===== src/rtl/soc_int_mnt.sv =====
// SoC simulation monitor: pass/fail verdict, hang/timeout watchdogs, console decode, virtual counter.
// Optional console decode is enabled by defining SOC_INT_MNT_CONSOLE_EN.
module soc_int_mnt #(
  parameter logic [31:0] MAX_RUN_CYCLES = 32'h0300_0000,
  parameter int unsigned HANG_WINDOW    = 50000,
  parameter logic [31:0] CONSOLE_ADDR   = 32'h01FF_FFF0,
  parameter logic [63:0] PASS_MAGIC     = 64'h0000_0004_4433_3222,
  parameter logic [63:0] FAIL_MAGIC     = 64'h0000_0023_8234_8720
) (
  input  logic          i_pad_clk,
  input  logic          i_pad_rst,
  input  logic [2:0]    i_retire,
  input  logic [2:0]    i_wb_vld,
  input  logic [63:0]   i_wb_data0,
  input  logic [63:0]   i_wb_data1,
  input  logic [63:0]   i_wb_data2,
  input  logic [31:0]   i_aw_addr,
  input  logic [3:0]    i_aw_len,
  input  logic          i_w_vld,
  input  logic [15:0]   i_w_strb,
  input  logic [127:0]  i_w_data,
  input  logic          i_clk_en,
  output logic          o_con_vld,
  output logic [7:0]    o_con_char,
  output logic          o_pass,
  output logic          o_fail,
  output logic [1:0]    o_fail_code,
  output logic          o_done,
  output logic [31:0]   o_vcnt
);

  localparam logic [31:0] HANG_W = 32'(HANG_WINDOW);

  typedef struct packed {
    logic [2:0]       retire;
    logic [2:0]       wb_vld;
    logic [2:0][63:0] wb_data;
  } s1_t;

  s1_t         s1;
  logic [2:0]  hit_pass, hit_fail;
  logic        ret_any, chk;
  logic [31:0] win_cnt, run_cnt, vcnt;
  logic        win_ret;

  always_ff @(posedge i_pad_clk) begin
    if (i_pad_rst) s1 <= '0;
    else           s1 <= '{retire: i_retire, wb_vld: i_wb_vld,
                           wb_data: {i_wb_data2, i_wb_data1, i_wb_data0}};
  end

  always_comb begin
    hit_pass = '0;
    hit_fail = '0;
    for (int l = 0; l < 3; l++) begin
      hit_pass[l] = s1.wb_vld[l] && (s1.wb_data[l] == PASS_MAGIC);
      hit_fail[l] = s1.wb_vld[l] && (s1.wb_data[l] == FAIL_MAGIC);
    end
  end

  assign ret_any = |s1.retire;
  assign chk     = (win_cnt == HANG_W);
  assign o_done  = o_pass | o_fail;

  // Everything except the virtual counter freezes once a verdict is reached.
  always_ff @(posedge i_pad_clk) begin
    if (i_pad_rst) begin
      o_pass      <= 1'b0;
      o_fail      <= 1'b0;
      o_fail_code <= 2'd0;
      win_cnt     <= 32'd1;
      run_cnt     <= 32'd0;
      win_ret     <= 1'b0;
    end else if (!o_done) begin
      run_cnt <= run_cnt + 32'd1;
      win_cnt <= chk ? 32'd1 : win_cnt + 32'd1;
      // A retire on the check cycle belongs to neither window.
      win_ret <= chk ? 1'b0 : (win_ret | ret_any);
      if (|hit_pass) begin
        o_pass <= 1'b1;
      end else if (|hit_fail) begin
        o_fail      <= 1'b1;
        o_fail_code <= 2'd1;
      end else if (chk && !win_ret) begin
        o_fail      <= 1'b1;
        o_fail_code <= 2'd2;
      end else if (run_cnt > MAX_RUN_CYCLES) begin
        o_fail      <= 1'b1;
        o_fail_code <= 2'd3;
      end
    end
  end

  always_ff @(posedge i_pad_clk) begin
    if (i_pad_rst)                 vcnt <= 32'd0;
    else if (vcnt != 32'hFFFF_FFFF) vcnt <= vcnt + 32'd1;
  end
  assign o_vcnt = vcnt;

`ifdef SOC_INT_MNT_CONSOLE_EN
  logic [31:0]  s1_aw_addr;
  logic [3:0]   s1_aw_len;
  logic         s1_w_vld, s1_clk_en;
  logic [15:0]  s1_w_strb;
  logic [127:0] s1_w_data;
  logic         con_hit, con_sel;
  logic [7:0]   con_byte;
  logic         unused_wdata;

  always_ff @(posedge i_pad_clk) begin
    if (i_pad_rst) begin
      s1_aw_addr <= '0;
      s1_aw_len  <= '0;
      s1_w_vld   <= 1'b0;
      s1_clk_en  <= 1'b0;
      s1_w_strb  <= '0;
      s1_w_data  <= '0;
    end else begin
      s1_aw_addr <= i_aw_addr;
      s1_aw_len  <= i_aw_len;
      s1_w_vld   <= i_w_vld;
      s1_clk_en  <= i_clk_en;
      s1_w_strb  <= i_w_strb;
      s1_w_data  <= i_w_data;
    end
  end

  // Only the low byte of each 32-bit word carries a character.
  always_comb begin
    con_sel  = 1'b1;
    con_byte = 8'd0;
    case (s1_w_strb)
      16'h000F: con_byte = s1_w_data[7:0];
      16'h00F0: con_byte = s1_w_data[39:32];
      16'h0F00: con_byte = s1_w_data[71:64];
      16'hF000: con_byte = s1_w_data[103:96];
      default:  con_sel  = 1'b0;
    endcase
  end

  assign con_hit = con_sel && s1_w_vld && s1_clk_en &&
                   (s1_aw_len == 4'd0) && (s1_aw_addr == CONSOLE_ADDR);
  assign unused_wdata = ^{s1_w_data[127:104], s1_w_data[95:72],
                          s1_w_data[63:40], s1_w_data[31:8]};

  always_ff @(posedge i_pad_clk) begin
    if (i_pad_rst) begin
      o_con_vld  <= 1'b0;
      o_con_char <= 8'd0;
    end else begin
      o_con_vld  <= con_hit;
      o_con_char <= con_hit ? con_byte : 8'd0;
    end
  end
`else
  logic unused_con;
  assign unused_con = ^{i_aw_addr, i_aw_len, i_w_vld, i_w_strb, i_w_data, i_clk_en};
  assign o_con_vld  = 1'b0;
  assign o_con_char = 8'd0;
`endif

endmodule


===== config.mk =====
export PLATFORM = sky130hd
export DESIGN_NAME = soc_int_mnt
export DESIGN_NICKNAME = d
export VERILOG_FILES = /design/src/rtl/soc_int_mnt.sv
export SDC_FILE = /design/constraint.sdc
export NUM_CORES = 1
export LEC_CHECK = 0
export BUFFER_PORTS_ARGS = -buffer_cell sky130_fd_sc_hd__buf_2
export CAP_MARGIN = 25
export CORE_AREA = 2 2 167 169
export CTS_BUF_LIST = sky130_fd_sc_hd__clkbuf_8
export CTS_CLUSTER_DIAMETER = 80
export DETAILED_ROUTE_END_ITERATION = 6
export DIE_AREA = 0 0 169 171
export PLACE_DENSITY_LB_ADDON = 0.25
export SYNTH_ARGS = -nofsm -noshare
export SYNTH_HDL_FRONTEND = slang
export SYNTH_SLANG_ARGS = --single-unit

===== constraint.sdc =====
create_clock -name i_pad_clk -period 2.5 [get_ports i_pad_clk]
set_input_delay 0.125 -clock i_pad_clk [delete_from_list [all_inputs] [get_ports i_pad_clk]]
set_output_delay 0.125 -clock i_pad_clk [all_outputs]
set_load 0.03 [all_outputs]

==> results_dict.tcl <==
set metrics [dict create \
    drive_gt1_share_pct 21.8 \
    netlist_area_sq_um 10500 \
    synth_edf_count 0 \
    crit_type "reg2reg" \
    clk_pin_slew_worst_paths_ns 0.07 \
    tns_ns 0 \
    hold_viol 0 \
    grt_pass1_wl_microns 47300 \
    post_drt_wl_per_cell_microns 16.1 \
    r2r_end "o_fail_code[0]" \
    netlist_instances 1063 \
    drv_slew 0 \
    power.share.combinational_pct 7.8 \
    cts-root-buf "clkbuf_8" \
    slew_headroom_pct 55.4 \
    synth-async-reset-ratio_pct 0 \
    grt_max_degree 76 \
    core-area_sq_um 27300 \
    cts.htree.levels 2 \
    fin_crit_ns 2.26 \
    rrSetupSlack_ns 0.24 \
    io_buffer_count 236 \
    p_sw_share_pct 23.1 \
    synthTopCellsByCount "dfxtp_1, nor2b_1, nor2_1, nand2_1, xor2_1" \
    power_density_nw_per_um2 676 \
    totalWireLength_microns 30700 \
    die_w_microns 169 \
    yosysTopAreaCell "dfxtp_1" \
    setup_slack_ns 0.236 \
    reg2regPathDepth 9 \
    arrival_ns 2.73 \
    crit_chain "nor4b_2 -> buf_4 -> nand4_1 -> nor3_1 -> buf_4 -> a222oi_1 -> and2_1 -> o21ai_1 -> a221oi_1" \
    overflow 0 \
    place_hpwl_microns 19400 \
    clkLatencyLatePin_ns 0.57 \
    synthTopCellsByArea "dfxtp_1, nor2b_1, nor2_1" \
    cts-buffers-inserted 49 \
    drc 0 \
    rr_startpoint "s1[84]" \
    fill_cells 2277 \
    p_sw_mw 2.36 \
    post-route-period-util_pct 90.6 \
    vias_per_cell 4.69 \
    p_int_mw 7.88 \
    timing.critical_path.mode_cell "buf_4" \
    ir_drop_mv 0.429 \
    hp-class "in2reg" \
    clk_path_buf_depth 3 \
    cp_max_fo 4 \
    grt_pass1_vias 9172 \
    rsz0062_at_grt "no" \
    drtIter0Drc 434 \
    timing.fmax_mhz 442 \
    p_leak_nw 6.28 \
    yosysMostFrequentCell "dfxtp_1" \
    max_slew.worst_pin.slew_ns 0.669 \
    ys_seq_elements 299 \
    start_util_pct 38.5 \
    yosysUniqueCellTypes 48 \
    cts_tree "yes" \
    status "finished, final reports clean" \
    synth_ff_type "dfxtp_1" \
    worstPathRequired_ns 2.96 \
    dieArea_sq_um 28900 \
    num_vias 8981 \
    row_count 61 \
    antenna_left 0 \
    num_io_pins 428 \
    critical-path-max-stage-delay_ns 0.57 \
    endpoint "o_fail_code[0]" \
    end_kind "flop" \
    die_h_microns 171 \
    crit_start "s1[84]" \
    drt_pre_antenna_iters 5 \
    place_congestion 0.808 \
    yosysSeqAreaShare_pct 56.9 \
    avgSynthCellArea_sq_um 9.90 \
    clock_sinks 299 \
    antenna_found_initial 8 \
    grt_use_total_pct 20.8 \
    startpoint_type "flop" \
    postCtsSetupRepairBufs 0 \
    dpl_worst_slack_ns 0.0701 \
    yosysWarnings 0 \
    synth_top_area_share_pct 56.9 \
    area_delta_synth_final_pct 44.0 \
    power_frac_seq_pct 49.2 \
    setup_viol 0 \
    cpMaxStageDelayCell "a222oi_1" \
    cap_violations 0 \
    power.share.clock_pct 43.0 \
    finalClockSkew_ns 0.0236 \
    nets 1914 \
]
[flip-flops by register name, indices dropped and copies added, names as in the netlist]
name	count
s1	198
run_cnt	32
o_pass	1
o_fail	1
o_vcnt	32
o_fail_code	2
win_ret	1
win_cnt	32
[kinds of logic after synthesis]
logic type,Yosys count,synth area share [%]
AOI/OAI and AO/OA,44,2.37
buffers and inverters,62,2.59
other,1,0.0356
muxes,1,0.0951
and+or+nand+nor,574,31.0
DFF,299,56.9
xor gates and xnor gates,77,6.41
adders and majority gates,5,0.595
[metal layers]
layer / share of wire (%) / global-route usage, %
met1: 47 / 27.0
met2: 44 / 33.6
met3: 6.5 / 5.48
met4: 2.8 / 7.32
met5: 0.042 / 0
[per-stage QoR]
step           utilization [%]  instance area (sq um)  std cells  total power, mW  hold slack (ns)
2_1_floorplan                -                  10600       1071             5.40            0.253
6_report                  55.5                  15200       1914             10.2           0.0633
3_5_place_dp              44.4                  12100       1624             5.66            0.337
5_1_grt                   55.5                  15200       1914             10.7           0.0671
4_1_cts                   55.3                  15100       1910             10.3           0.0419
3_3_place_gp              44.4                  12100       1624             5.65            0.333
[power by group through the flow]
stage	registers [mW]	clock network [mW]	logic, mW
floorplan	5.12	0	0.281
global placement	5.13	0	0.515
detailed placement	5.14	0	0.518
CTS	5.03	4.49	0.767
global route	5.06	4.77	0.861
finish	5.04	4.40	0.795
[worst min path at each step]
stage / to / slack (ns) / start / cells after the start
after floorplan: s1[0] / 0.25 / i_wb_data0[0] / 1
after global placement: s1[115] / 0.33 / i_wb_data1[51] / 2
after detailed placement: s1[166] / 0.34 / i_wb_data2[38] / 2
after CTS: run_cnt[7] / 0.04 / i_pad_rst / 2
after global routing: run_cnt[0] / 0.07 / i_pad_rst / 2
final: o_pass / 0.06 / i_pad_rst / 2
[what timing repair did]
action | in CTS | in global routing
setup endpoints to repair | 0 | 3
resized for setup | 0 | 4
hold buffers | 198 | 0
hold endpoints to repair | 198 | 0
[critical path: cells and delay by family (launching register included)]
kind                   cells  cell delay [ns]
and+or+nand+nor            4             0.59
DFF                        1             0.31
AOI/OAI and AO/OA          3             0.94
buffers and inverters      2             0.31
[area by class of cell]
cell class	count	area, sq um	share of cell area [%]
Clock buffer	59	812	5.36
Timing Repair Buffer	451	3320	21.9
Inverter	16	60.1	0.396
Multi-Input combinational cell	710	4320	28.5
Tap cell	346	433	2.86
Clock inverter	29	209	1.38
Sequential cell	299	5990	39.5
Antenna cell	4	10.0	0.0660
[layout by cell type, fill, tap and decap left out, drive strengths merged, types with 2 or more instances in the layout]
cell	netlist	routed
dfxtp	299	299
buf	16	252
nor2b	199	199
dlygate4sd3	0	198
nor2	120	120
clkbuf	30	60
nand2	50	50
xor2	48	48
nand4	40	40
nor4	40	40
inv	16	35
nand3	33	33
xnor2	29	29
a21oi	21	21
or3	18	18
nor4b	18	18
o21ai	17	17
nor3	12	12
and3	11	11
conb	1	9
and4	9	9
clkinv	0	7
and2	6	6
ha	5	5
diode	0	4
nand3b	4	4
nand4b	3	3
or3b	3	3
bufinv	0	3
nor4bb	2	2
or4	2	2
No activity file was read; power rests on OpenSTA's default activity.
